`src/rtl/ddr4_iod_dly_ctrl.sv`:
```
// ---------------------------------------------------------------------------
// ddr4_iod_dly_ctrl
//   Fabric-side initiator for the dynamic delay-line control port of one DDR4
//   PHY IOD lane. It takes LOAD / INC / DEC / NOP commands from training logic
//   over a valid/ready handshake and drives DELAY_LINE_LOAD/MOVE/DIRECTION.
//   It tracks the current tap and reports completion and range errors.
//
//   Optional feature macro: DDR4_IOD_DLY_OOR_SYNC_EN
//     When defined, DELAY_LINE_OUT_OF_RANGE_0 is passed through a 2-flop
//     synchroniser and every settle window is lengthened by 2 cycles.
//     When undefined, the range flag is sampled directly.
//
// Ports
//   FAB_CLK                   fabric clock (same as IOD TX_CLK), rising edge
//   ARST_N                    asynchronous active-low reset
//   CMD_VALID / CMD_READY     command handshake (READY high in IDLE only)
//   CMD_OP                    00 LOAD, 01 INC, 10 DEC, 11 NOP
//   CMD_COUNT                 number of taps for INC/DEC
//   DONE                      one-cycle completion pulse
//   ERR                       sticky range error for the last command
//   TAP_VAL                   tracked tap value
//   DELAY_LINE_LOAD_0         load pulse to IOD
//   DELAY_LINE_MOVE_0         move pulse to IOD
//   DELAY_LINE_DIRECTION_0    1 = increase delay, 0 = decrease
//   DELAY_LINE_OUT_OF_RANGE_0 IOD range flag
// ---------------------------------------------------------------------------
module ddr4_iod_dly_ctrl #(
  parameter int TAP_W      = 8,
  parameter int MAX_TAP    = 255,
  parameter int INIT_TAP   = 1,
  parameter int SETTLE_CYC = 4
) (
  input  logic             FAB_CLK,
  input  logic             ARST_N,
  input  logic             CMD_VALID,
  output logic             CMD_READY,
  input  logic [1:0]       CMD_OP,
  input  logic [TAP_W-1:0] CMD_COUNT,
  output logic             DONE,
  output logic             ERR,
  output logic [TAP_W-1:0] TAP_VAL,
  output logic             DELAY_LINE_LOAD_0,
  output logic             DELAY_LINE_MOVE_0,
  output logic             DELAY_LINE_DIRECTION_0,
  input  logic             DELAY_LINE_OUT_OF_RANGE_0
);

  localparam logic [2:0] IDLE      = 3'd0;
  localparam logic [2:0] LOAD_ST   = 3'd1;
  localparam logic [2:0] DIR_ST    = 3'd2;
  localparam logic [2:0] MOVE_ST   = 3'd3;
  localparam logic [2:0] SETTLE_ST = 3'd4;
  localparam logic [2:0] DONE_ST   = 3'd5;

  localparam logic [1:0] OP_LOAD = 2'b00;
  localparam logic [1:0] OP_INC  = 2'b01;
  localparam logic [1:0] OP_DEC  = 2'b10;

`ifdef DDR4_IOD_DLY_OOR_SYNC_EN
  localparam int SETTLE_EXTRA = 2;
`else
  localparam int SETTLE_EXTRA = 0;
`endif

  // Settle counter is loaded with (window - 1) and runs down to zero, so the
  // window length in cycles equals SETTLE_CYC (+2 with the synchroniser).
  localparam logic [4:0]       SETTLE_LD  = 5'(SETTLE_CYC + SETTLE_EXTRA - 1);
  localparam logic [TAP_W-1:0] INIT_TAP_V = TAP_W'(INIT_TAP);
  localparam logic [TAP_W:0]   MAX_TAP_V  = (TAP_W+1)'(MAX_TAP);
  localparam logic [TAP_W-1:0] TAP_ZERO   = TAP_W'(0);
  localparam logic [TAP_W-1:0] TAP_ONE    = TAP_W'(1);

  // One tap step up or down.
  function automatic logic [TAP_W-1:0] tap_step(input logic [TAP_W-1:0] t,
                                                input logic up);
    logic [TAP_W-1:0] r;
    if (up) begin
      r = t + TAP_ONE;
    end else begin
      r = t - TAP_ONE;
    end
    return r;
  endfunction

  logic [2:0]       state_r,  state_nx_s;
  logic [TAP_W-1:0] tap_r,    tap_nx_s;
  logic [TAP_W-1:0] rem_r,    rem_nx_s;
  logic [4:0]       cnt_r,    cnt_nx_s;
  logic             dir_r,    dir_nx_s;
  logic             err_r,    err_nx_s;
  logic             after_load_r, after_load_nx_s;
  logic             ready_r, done_r, load_r, move_r;
  logic [TAP_W:0]   inc_sum_s;
  logic             oor_s;

`ifdef DDR4_IOD_DLY_OOR_SYNC_EN
  logic oor_meta_r, oor_sync_r;

  // Two-flop synchroniser for the IOD range flag.
  always_ff @(posedge FAB_CLK or negedge ARST_N) begin
    if (!ARST_N) begin
      oor_meta_r <= 1'b0;
      oor_sync_r <= 1'b0;
    end else begin
      oor_meta_r <= DELAY_LINE_OUT_OF_RANGE_0;
      oor_sync_r <= oor_meta_r;
    end
  end

  assign oor_s = oor_sync_r;
`else
  assign oor_s = DELAY_LINE_OUT_OF_RANGE_0;
`endif

  // INC range check is done one bit wider so the sum cannot wrap.
  assign inc_sum_s = {1'b0, tap_r} + {1'b0, CMD_COUNT};

  // Next-state and next-value logic for the command sequencer.
  always_comb begin
    state_nx_s      = state_r;
    tap_nx_s        = tap_r;
    rem_nx_s        = rem_r;
    cnt_nx_s        = cnt_r;
    dir_nx_s        = dir_r;
    err_nx_s        = err_r;
    after_load_nx_s = after_load_r;
    case (state_r)
      IDLE: begin
        if (CMD_VALID && ready_r) begin
          err_nx_s = 1'b0;
          case (CMD_OP)
            OP_LOAD: begin
              state_nx_s      = LOAD_ST;
              tap_nx_s        = INIT_TAP_V;
              after_load_nx_s = 1'b1;
            end
            OP_INC: begin
              if (CMD_COUNT == TAP_ZERO) begin
                state_nx_s = DONE_ST;
              end else if (inc_sum_s > MAX_TAP_V) begin
                state_nx_s = DONE_ST;
                err_nx_s   = 1'b1;
              end else begin
                state_nx_s      = DIR_ST;
                dir_nx_s        = 1'b1;
                rem_nx_s        = CMD_COUNT;
                after_load_nx_s = 1'b0;
              end
            end
            OP_DEC: begin
              if (CMD_COUNT == TAP_ZERO) begin
                state_nx_s = DONE_ST;
              end else if (CMD_COUNT > tap_r) begin
                state_nx_s = DONE_ST;
                err_nx_s   = 1'b1;
              end else begin
                state_nx_s      = DIR_ST;
                dir_nx_s        = 1'b0;
                rem_nx_s        = CMD_COUNT;
                after_load_nx_s = 1'b0;
              end
            end
            default: begin
              state_nx_s = DONE_ST;
            end
          endcase
        end else begin
          state_nx_s = IDLE;
        end
      end
      LOAD_ST: begin
        state_nx_s = SETTLE_ST;
        cnt_nx_s   = SETTLE_LD;
      end
      // Tap and remaining count update as the MOVE pulse is issued so that
      // TAP_VAL already reflects the step during the pulse cycle.
      DIR_ST: begin
        state_nx_s = MOVE_ST;
        tap_nx_s   = tap_step(tap_r, dir_r);
        rem_nx_s   = rem_r - TAP_ONE;
      end
      MOVE_ST: begin
        state_nx_s = SETTLE_ST;
        cnt_nx_s   = SETTLE_LD;
      end
      SETTLE_ST: begin
        if (cnt_r != 5'd0) begin
          cnt_nx_s = cnt_r - 5'd1;
        end else if (!after_load_r && oor_s) begin
          // IOD saturated: the last step did not happen, so take it back.
          state_nx_s = DONE_ST;
          err_nx_s   = 1'b1;
          tap_nx_s   = tap_step(tap_r, !dir_r);
          rem_nx_s   = TAP_ZERO;
        end else if (rem_r != TAP_ZERO) begin
          state_nx_s = MOVE_ST;
          tap_nx_s   = tap_step(tap_r, dir_r);
          rem_nx_s   = rem_r - TAP_ONE;
        end else begin
          state_nx_s = DONE_ST;
        end
      end
      DONE_ST: begin
        state_nx_s = IDLE;
      end
      default: begin
        state_nx_s = IDLE;
      end
    endcase
  end

  // State, tracked values and registered outputs. Pulse outputs are decoded
  // from the next state so that they line up exactly with the state cycle.
  always_ff @(posedge FAB_CLK or negedge ARST_N) begin
    if (!ARST_N) begin
      state_r      <= IDLE;
      tap_r        <= INIT_TAP_V;
      rem_r        <= TAP_ZERO;
      cnt_r        <= 5'd0;
      dir_r        <= 1'b0;
      err_r        <= 1'b0;
      after_load_r <= 1'b0;
      ready_r      <= 1'b0;
      done_r       <= 1'b0;
      load_r       <= 1'b0;
      move_r       <= 1'b0;
    end else begin
      state_r      <= state_nx_s;
      tap_r        <= tap_nx_s;
      rem_r        <= rem_nx_s;
      cnt_r        <= cnt_nx_s;
      dir_r        <= dir_nx_s;
      err_r        <= err_nx_s;
      after_load_r <= after_load_nx_s;
      ready_r      <= (state_nx_s == IDLE);
      done_r       <= (state_nx_s == DONE_ST);
      load_r       <= (state_nx_s == LOAD_ST);
      move_r       <= (state_nx_s == MOVE_ST);
    end
  end

  assign CMD_READY              = ready_r;
  assign DONE                   = done_r;
  assign ERR                    = err_r;
  assign TAP_VAL                = tap_r;
  assign DELAY_LINE_LOAD_0      = load_r;
  assign DELAY_LINE_MOVE_0      = move_r;
  assign DELAY_LINE_DIRECTION_0 = dir_r;

endmodule

```
`config.mk`:
```
export PLATFORM = sky130hd
export DESIGN_NAME = ddr4_iod_dly_ctrl
export DESIGN_NICKNAME = d
export VERILOG_FILES = /design/src/rtl/ddr4_iod_dly_ctrl.sv
export SDC_FILE = /design/constraint.sdc
export NUM_CORES = 1
export LEC_CHECK = 0
export CAP_MARGIN = 10
export CORE_ASPECT_RATIO = 1.75
export CORE_MARGIN = 1.5
export CORE_UTILIZATION = 53
export CTS_CLUSTER_DIAMETER = 200
export DETAILED_ROUTE_END_ITERATION = 7
export GPL_TIMING_DRIVEN = 0
export PLACE_DENSITY = 0.75
export SETUP_SLACK_MARGIN = 0.15
export SLEW_MARGIN = 15
export SYNTH_ARGS = -nofsm -noshare
export SYNTH_HDL_FRONTEND = slang
export SYNTH_SLANG_ARGS = --single-unit
```
`constraint.sdc`:
```
create_clock -name FAB_CLK -period 3.3 [get_ports FAB_CLK]
set_clock_uncertainty 0.15 [all_clocks]
set_input_delay 0.66 -clock FAB_CLK [delete_from_list [all_inputs] [get_ports FAB_CLK]]
set_output_delay 0.66 -clock FAB_CLK [all_outputs]
set_load 0.05 [all_outputs]
```
; Word-level counts from Yosys, hierarchy flattened
; Cells that the tools add are included.
[classes]
addsub = 5
n_lt_le_gt_ge = 2
eq_ne = 24
muxes = 47
n_reduce_logical = 21
[op_table]
columns = op, n
row1 = $mux W8, 15
row2 = $pmux W8 S3, 2
row3 = $mux W3, 8
row4 = $ne A2 B2 Y1 const B, 8
row5 = $pmux W8 S2, 1
row6 = $sub A8 B1 Y8 const B, 2
row7 = $ne A3 B3 Y1 const B, 5
row8 = $reduce_and A7 Y1, 2
row9 = $mux W1, 13
row10 = $pmux W3 S4, 1
row11 = $pmux W5 S2, 1
row12 = $add A8 B8 Y9, 1
row13 = $eq A3 B2 Y1 const B, 3
row14 = $gt A9 B8 Y1 const B, 1
row15 = $pmux W3 S3, 1
row16 = $reduce_and A9 Y1, 1
row17 = $add A8 B1 Y8 const B, 1
row18 = $gt A8 B8 Y1, 1
row19 = $logic_not A8 Y1, 1
row20 = $reduce_bool A8 Y1, 1
row21 = $eq A3 B1 Y1 const B, 2
row22 = $eq A3 B3 Y1 const B, 2
row23 = $logic_not A3 Y1, 2
row24 = $pmux W1 S2, 3
row25 = 17 further kinds, 21
[word_totals]
reg_bits = 31
in_bits = 14
output_inout_bits = 14
elab_cells = 110

; Longest topological paths before layout
; Gate-level depths: netlist of run 1.
[depth]
word_depth = 8
ltp_mapped = 9

; Least setup slack after synthesis of run 1
; No wires, ideal clock.
[synth_path]
path_type = flip-flop to flip-flop
startpoint = reg tap_r[0] (netlist: TAP_VAL[0])
endpoint = reg rem_r[1]
setup_time_ns = 0.128
arrival_ns = 2.623
t_required_ns = 3.022
slack_ns = 0.400
stages_incl_launch_ff = 10
synth_period_minus_slack_ns = 2.900
path_cell_list = dfstp_2 > ha_1 > inv_1 > fa_1 > nor2_1 > o21ai_1 > a311oi_1 > nor4_4 > a21oi_4 > mux2_1
[synth_between]
elab_chain_cells = 4
word_cells_on_any_way = 6
classes_between = add/sub (1) / order compare (2) / eq/ne (2) / reduce/logical (1)
[synth_lines]
columns = item, line
row1 = "start, declared", 86  ; logic [TAP_W-1:0] tap_r, tap_nx_s;
row2 = "start signal, assigned", 229  ; tap_r <= tap_nx_s;
row3 = $add A8 B8 Y9, 116  ; assign inc_sum_s = {1'b0, tap_r} + {1'b0, CMD_COUNT};
row4 = $gt A9 B8 Y1, 140  ; end else if (inc_sum_s > MAX_TAP_V) begin
row5 = $ne A3 B3 Y1 (no source line), --
row6 = $reduce_and A9 Y1 (no source line) (*), --
row7 = "end signal, assigned", 230  ; rem_r <= rem_nx_s;
row8 = "end, declared", 87  ; logic [TAP_W-1:0] rem_r, rem_nx_s;
; Every way passes the cells marked *; elsewhere a longest branch is shown, timed or not.
; A chain may end at the register's enable or synchronous reset.

; Final worst setup path of run 1
[layout_path]
startpoint = in CMD_COUNT[1]
endpoint = reg rem_r[1]
[layout_between]
elab_chain_cells = 5
word_cells_on_any_way = 16
classes_between = add/sub (1) / order compare (2) / eq/ne (4) / mux (7) / reduce/logical (2)
[layout_lines]
columns = item, line
row1 = "start, declared", 38  ; input logic [TAP_W-1:0] CMD_COUNT,
row2 = branches (longest 5 deep; another with $add A8 B8 Y9), --
; Parallel ways; which one is timed is not known. The select of a mux whose other input is x is not followed.

==> impl_metrics.ini, run 1 <==
[sta]
drv_slew = 0
period_share_pct = 91.9
finalHoldViolCount = 0
fin_ws_ns = 0.267
period_needed_ns = 3.03
clock.fmax_mhz = 330
max_slew_margin_pct = 49.1
setup_violations = 0
tns_ns = 0
worst_slew_pin_slew_ns = 0.763
rsz0062_at_grt = no

[setup_path]
crit_fanout = 5
crit_chain = clkdlybuf4s50_1 -> inv_1 -> fa_1 -> nor2_1 -> o21ai_1 -> a311oi_2 -> buf_4 -> nor4_4 -> buf_4 -> a21oi_4 -> mux2_1
worstPathRequired_ns = 3.32
worst_path_max_delay_cell = clkdlybuf4s50_1
cp-end-kind = flip-flop
r2r_start = TAP_VAL[2]
critPathLaunch = CMD_COUNT[1]
worstSetupPathType = in -> reg
cpMostUsedCell = buf_4
arrival_ns = 3.06
cpLargestDelayFamily = buffers and inverters
cp-start-kind = input pin
crit_buf_inv = 4
critPathMaxStageDelay_ns = 0.52

[pwr]
peakVddDrop_uv = 762
powerDensity_mw_per_mm2 = 1030
power.net_switching_mw = 1.75
switching_share_pct = 52.8
pwr-share-seq_pct = 22.6
p_int_mw = 1.56
p_leak_nw = 1.39
p_comb_share_pct = 68.2
clkPwrFrac_pct = 9.2

[drt]
via_per_inst = 6.57
vias = 2646
drt-total-wl_um = 7500
dr.pass1.iters = 5
drc = 0
first_iter_violations = 111
antenna_left = 0
avgRoutedWirePerCell_um = 18.6

[die]
die-area_mm2 = 0.00566
start_util_pct = 55.4
dieHeight_um = 98.4
coreArea_mm2 = 0.00498
die_x_um = 57.5
fp-row-count = 34
ios = 28

[clock_tree]
root_buffer = clkbuf_8
clkSinkCount = 31
h-tree-depth = 2
path_clk_slew_ns = 0.07
clkLatencyLatePin_ns = 0.29
cts_tree = done
numCtsBuffers = 5
clockBufferDepth = 2

[yosys]
synth_ff_type = dfrtp_1
postSynthCellCount = 310
synth_nets = 349
syn_avg_cell_area_um2 = 8.89
async_flop_share_pct = 100
yosysWarningCount = 0
netlist_area_mm2 = 0.00276
ys_seq_area_share_pct = 28.2
synth-edff-count = 0
yosysUniqueCellTypes = 72
ys_ff_latch = 31

[global_route]
antenna_found_initial = 0
grt_pass1_vias = 2578
grt.overflow.total = 0
track_usage_pct = 27.6
grt_first_pass_wirelength_um = 12100
grt_max_degree = 32

[flow_run]
cap_viol_max_count = 0

[hold_path]
worst_hold_path_type = in -> async

[final_layout]
final_core_util_pct = 64.7
diodes = 0
drive_gt1_share_pct = 11.5
areaGrowthSynthToFinish_pct = 16.8
fin_nets = 387

[placed_design]
place_ws_ns = -0.351
dpl.hpwl_um = 5750
gp_routability_congestion = 0.885
numPortBuffers = 27

[outcome]
status = finished clean
==> power by group through the flow <==
stage | clock network, mW | logic (mW) | registers [mW]
CTS | 0.311 | 2.20 | 0.744
global route | 0.323 | 2.44 | 0.768
detailed placement | 0 | 2.18 | 0.748
finish | 0.304 | 2.26 | 0.748
floorplan | 0 | 1.41 | 0.935
global placement | 0 | 2.15 | 0.746
==> state kept, by name (all words and copies together), names as in the netlist <==
register                flops
DELAY_LINE_MOVE_0           1
CMD_READY                   1
state_r                     3
DELAY_LINE_LOAD_0           1
TAP_VAL                     8
after_load_r                1
cnt_r                       5
DONE                        1
ERR                         1
DELAY_LINE_DIRECTION_0      1
rem_r                       8
==> synth_stat cells (4+ instances only) <==
cell type	n	area (µm²)
clkbuf_1	4	15.0
o21a_1	5	37.5
ha_1	24	300
nand2b_1	5	31.3
o22ai_1	6	37.5
nor2b_1	6	37.5
nor2_1	18	67.6
nand4_1	4	25.0
or3_1	4	25.0
o21ai_1	5	25.0
mux2i_1	6	60.1
o2bb2ai_1	4	35.0
nand2_1	27	101
buf_2	4	20.0
and2_1	5	31.3
nand3_1	11	55.1
dfrtp_1	30	751
o21ai_0	10	50.1
nor3_1	9	45.0
a31oi_1	5	31.3
a21o_1	4	30.0
inv_1	23	86.3
a21oi_1	17	85.1
==> path summary, 6_finish.rpt <==
check / to / slack, ns / depth (start not counted)
max: rem_r[1] / 0.27 / 11
min: rem_r[4] / 0.29 / 1
max reg2reg: rem_r[1] / 0.38 / 10
min reg2reg: cnt_r[4] / 0.36 / 2
max in group asynchronous: TAP_VAL[6] / 2.22 / 1
min in group FAB_CLK: cnt_r[4] / 0.36 / 2
==> per-layer routing <==
layer / part of all wire, % / vias up / track usage [%]
met5: 0 / - / 0
met4: 4.8 / 0 / 17.0
met3: 4.6 / 29 / 4.24
met2: 52 / 104 / 47.8
met1: 38 / 1282 / 30.3
li1: - / 1231 / -
==> per-stage QoR <==
step / cells / power, mW / hold slack (ns) / cell area, µm²
after floorplan: 310 / 2.34 / 0.214 / 2760
after global placement: 391 / 2.89 / 0.335 / 3090
after detailed placement: 391 / 2.93 / 0.343 / 3090
after CTS: 400 / 3.25 / 0.298 / 3180
after global routing: 403 / 3.54 / 0.354 / 3220
final: 403 / 3.31 / 0.287 / 3220
==> layout make-up <==
class,count,area (µm²)
multi-input cells,246,1850
repair buffers,31,298
fillers,447,1760
inverters,23,86.3
clock buffers,7,76.3
clock inverters,1,5.00
flip-flops and latches,31,777
plain buffers,10,53.8
well taps,54,67.6
==> cell usage in the layout (no fill, tap or decap), types with 6 or more instances in the layout <==
cell / synthesis / routed
clkdlybuf4s50_1: 0 / 25
nor3_1: 9 / 9
o21ai_0: 10 / 10
nand2_1: 27 / 27
clkbuf_1: 4 / 6
ha_1: 24 / 24
inv_1: 23 / 23
a21oi_1: 17 / 17
nand3_1: 11 / 11
nor2b_1: 6 / 6
o22ai_1: 6 / 6
nor2_1: 18 / 18
dfrtp_1: 30 / 30
mux2i_1: 6 / 6
==> cells by family after synthesis <==
family / synth area share (%)
buffers and inverters: 5.09
muxes: 2.59
xor gates and xnor gates: 1.91
DFF: 28.2
adders and majority gates: 11.6
and+or+nand+nor: 24.6
AOI/OAI and AO/OA: 26.0
==> what timing repair did <==
action	4_1_cts	5_1_grt
hold endpoints to repair	0	0
endpoints found under the setup margin	4	5
pin swaps	1	2
hold buffers	0	0
resized for setup	1	3
buffers inserted	1	3
Note: power is estimated with default switching activity, not from simulation.
==> run 2, diff against run 1 <==
Settings changed: CORE_UTILIZATION 53 to 47, PLACE_DENSITY 0.75 to 0.68.
==> run 2 against run 1 <==
Against the previous run: first-iteration DRC count is 1.8% higher; sequential cell count is the same; total power increased by 1.5%; cell count increased by 4.7%; count of clock-buffer cells in the layout down 1; critical path type unchanged; largest power group unchanged.
==> impl_metrics.ini, run 2 (synthesis results as in run 1) <==
[outcome]
status = finished clean

[drt]
avgRoutedWirePerCell_um = 17.6
via_per_inst = 5.99
antenna_left = 0
first_iter_violations = 113
dr.pass1.iters = 4
vias = 2527
drc = 0
drt-total-wl_um = 7410

[global_route]
grt_max_degree = 32
grt_pass1_vias = 2521
grtUsageMet1_pct = 29.2
met3_usage_pct = 4.48
antenna_found_initial = 0
top_usage_layer = met2
track_usage_pct = 25.3
grt_first_pass_wirelength_um = 12100
grt.overflow.total = 0
grt_use_met2_pct = 42.0

[sta]
rsz0062_at_grt = yes
whs_ns = 0.261
period_share_pct = 91.4
finalHoldViolCount = 0
clock.fmax_mhz = 332
worst_slew_pin_slew_ns = 0.731
max_slew_margin_pct = 51.3
setup_violations = 0
period_needed_ns = 3.02
drv_slew = 0

[clock_tree]
root_buffer = clkbuf_8
clkLatencyLatePin_ns = 0.30
path_clk_slew_ns = 0.07
clockBufferDepth = 2
cts_tree = done
hold_buffers = 0
h-tree-depth = 2
numCtsBuffers = 5
clkSinkCount = 31

[pwr]
peakVddDrop_uv = 608
powerDensity_mw_per_mm2 = 1030
p_total_mw = 3.36
pwr-share-seq_pct = 22.3
p_leak_nw = 1.39
switching_share_pct = 51.6
clkPwrFrac_pct = 11.9
p_comb_share_pct = 65.8
power.net_switching_mw = 1.74
p_int_mw = 1.63

[die]
ios = 28
dieHeight_um = 104
fp-row-count = 36
die_x_um = 60.9
start_util_pct = 48.9
coreArea_mm2 = 0.00563
die-area_mm2 = 0.00635

[setup_path]
crit_fanout = 4
worstPathRequired_ns = 3.34
cp-start-kind = input pin
worstRegToRegCells = 9
r2r_setup_slack_ns = 0.46
arrival_ns = 3.06
worstSetupPathType = in -> reg
r2r_end = rem_r[1]
r2r_start = TAP_VAL[2]
cp-end-kind = flip-flop

[final_layout]
final_common_cell = dfrtp_1
final_cell_mix = dfrtp_1, nand2_1, clkdlybuf4s50_1, ha_1, inv_1
drive_gt1_share_pct = 11.0
diodes = 0
fin_nets = 384
areaGrowthSynthToFinish_pct = 18.1
fill_cells = 523

[hold_path]
worst_hold_path_type = in -> async

[flow_run]
cap_viol_max_count = 0

[placed_design]
dpl.hpwl_um = 5700
numPortBuffers = 27
gp_routability_congestion = 0.903
==> run 2: changes by cell type in the layout (fill, tap and decap cells not counted), sizes merged <==
cell and change:
buf -3, bufinv +1, clkbuf -1
==> run 2: metrics by stage <==
stage          utilization [%]  setup TNS [ns]  instances  cell area (µm²)  setup WS [ns]
2_1_floorplan                -               0        310             2760          0.400
3_3_place_gp              55.4          -0.519        413             3120         -0.245
3_5_place_dp              55.3          -0.505        413             3120         -0.240
4_1_cts                   57.5               0        421             3240          0.220
5_1_grt                   57.8               0        422             3250          0.135
6_report                  57.8               0        422             3250          0.284
==> run 2: how the worst max path moves through the flow <==
stage / slack [ns] / from / cells after the start / end
detailed placement: -0.24 / CMD_COUNT[0] / 10 / rem_r[1]
floorplan: 0.40 / TAP_VAL[0] / 9 / rem_r[1]
global placement: -0.24 / CMD_COUNT[0] / 10 / rem_r[1]
CTS: 0.22 / CMD_COUNT[0] / 10 / rem_r[1]
finish: 0.28 / CMD_COUNT[1] / 10 / rem_r[6]
global route: 0.13 / CMD_COUNT[3] / 8 / rem_r[1]
==> run 2: timing repair <==
action                                  in CTS  in global routing
gates resized for setup                      1                  2
pin swaps                                    0                  3
endpoints found under the setup margin       1                  3
gates cloned                                 0                  0
buffers inserted                             0                  1
==> run 2: power groups by stage <==
stage,registers (mW),clock network [mW],logic [mW]
floorplan,0.935,0,1.41
global placement,0.748,0,2.15
detailed placement,0.750,0,2.18
CTS,0.745,0.409,2.20
global route,0.770,0.423,2.41
finish,0.751,0.401,2.21
==> run 2: layout make-up <==
class / count / area [µm²] / area share (%)
Multi-Input combinational cell: 246 / 1850 / 56.8
Sequential cell: 31 / 777 / 23.9
Timing Repair Buffer: 28 / 275 / 8.46
Tap cell: 76 / 95.1 / 2.92
Inverter: 23 / 86.3 / 2.65
Clock buffer: 6 / 82.6 / 2.54
Buffer: 10 / 53.8 / 1.65
Clock inverter: 2 / 35.0 / 1.08
==> run 2: routing by layer <==
layer / wire length (µm) / share of wire, %
met4: 307 / 4.1
met2: 3790 / 51
met3: 337 / 4.5
met5: 0 / 0
met1: 2980 / 40
==> run 2: worst max-delay path, cell delays in order <==
cell and delay [ns]:
clkdlybuf4s50_1 0.52, inv_1 0.12, fa_1 0.42, nor2_1 0.11
o21ai_1 0.10, a311oi_2 0.40, buf_4 0.18, or3_1 0.16
o31ai_1 0.09, a211o_1 0.30
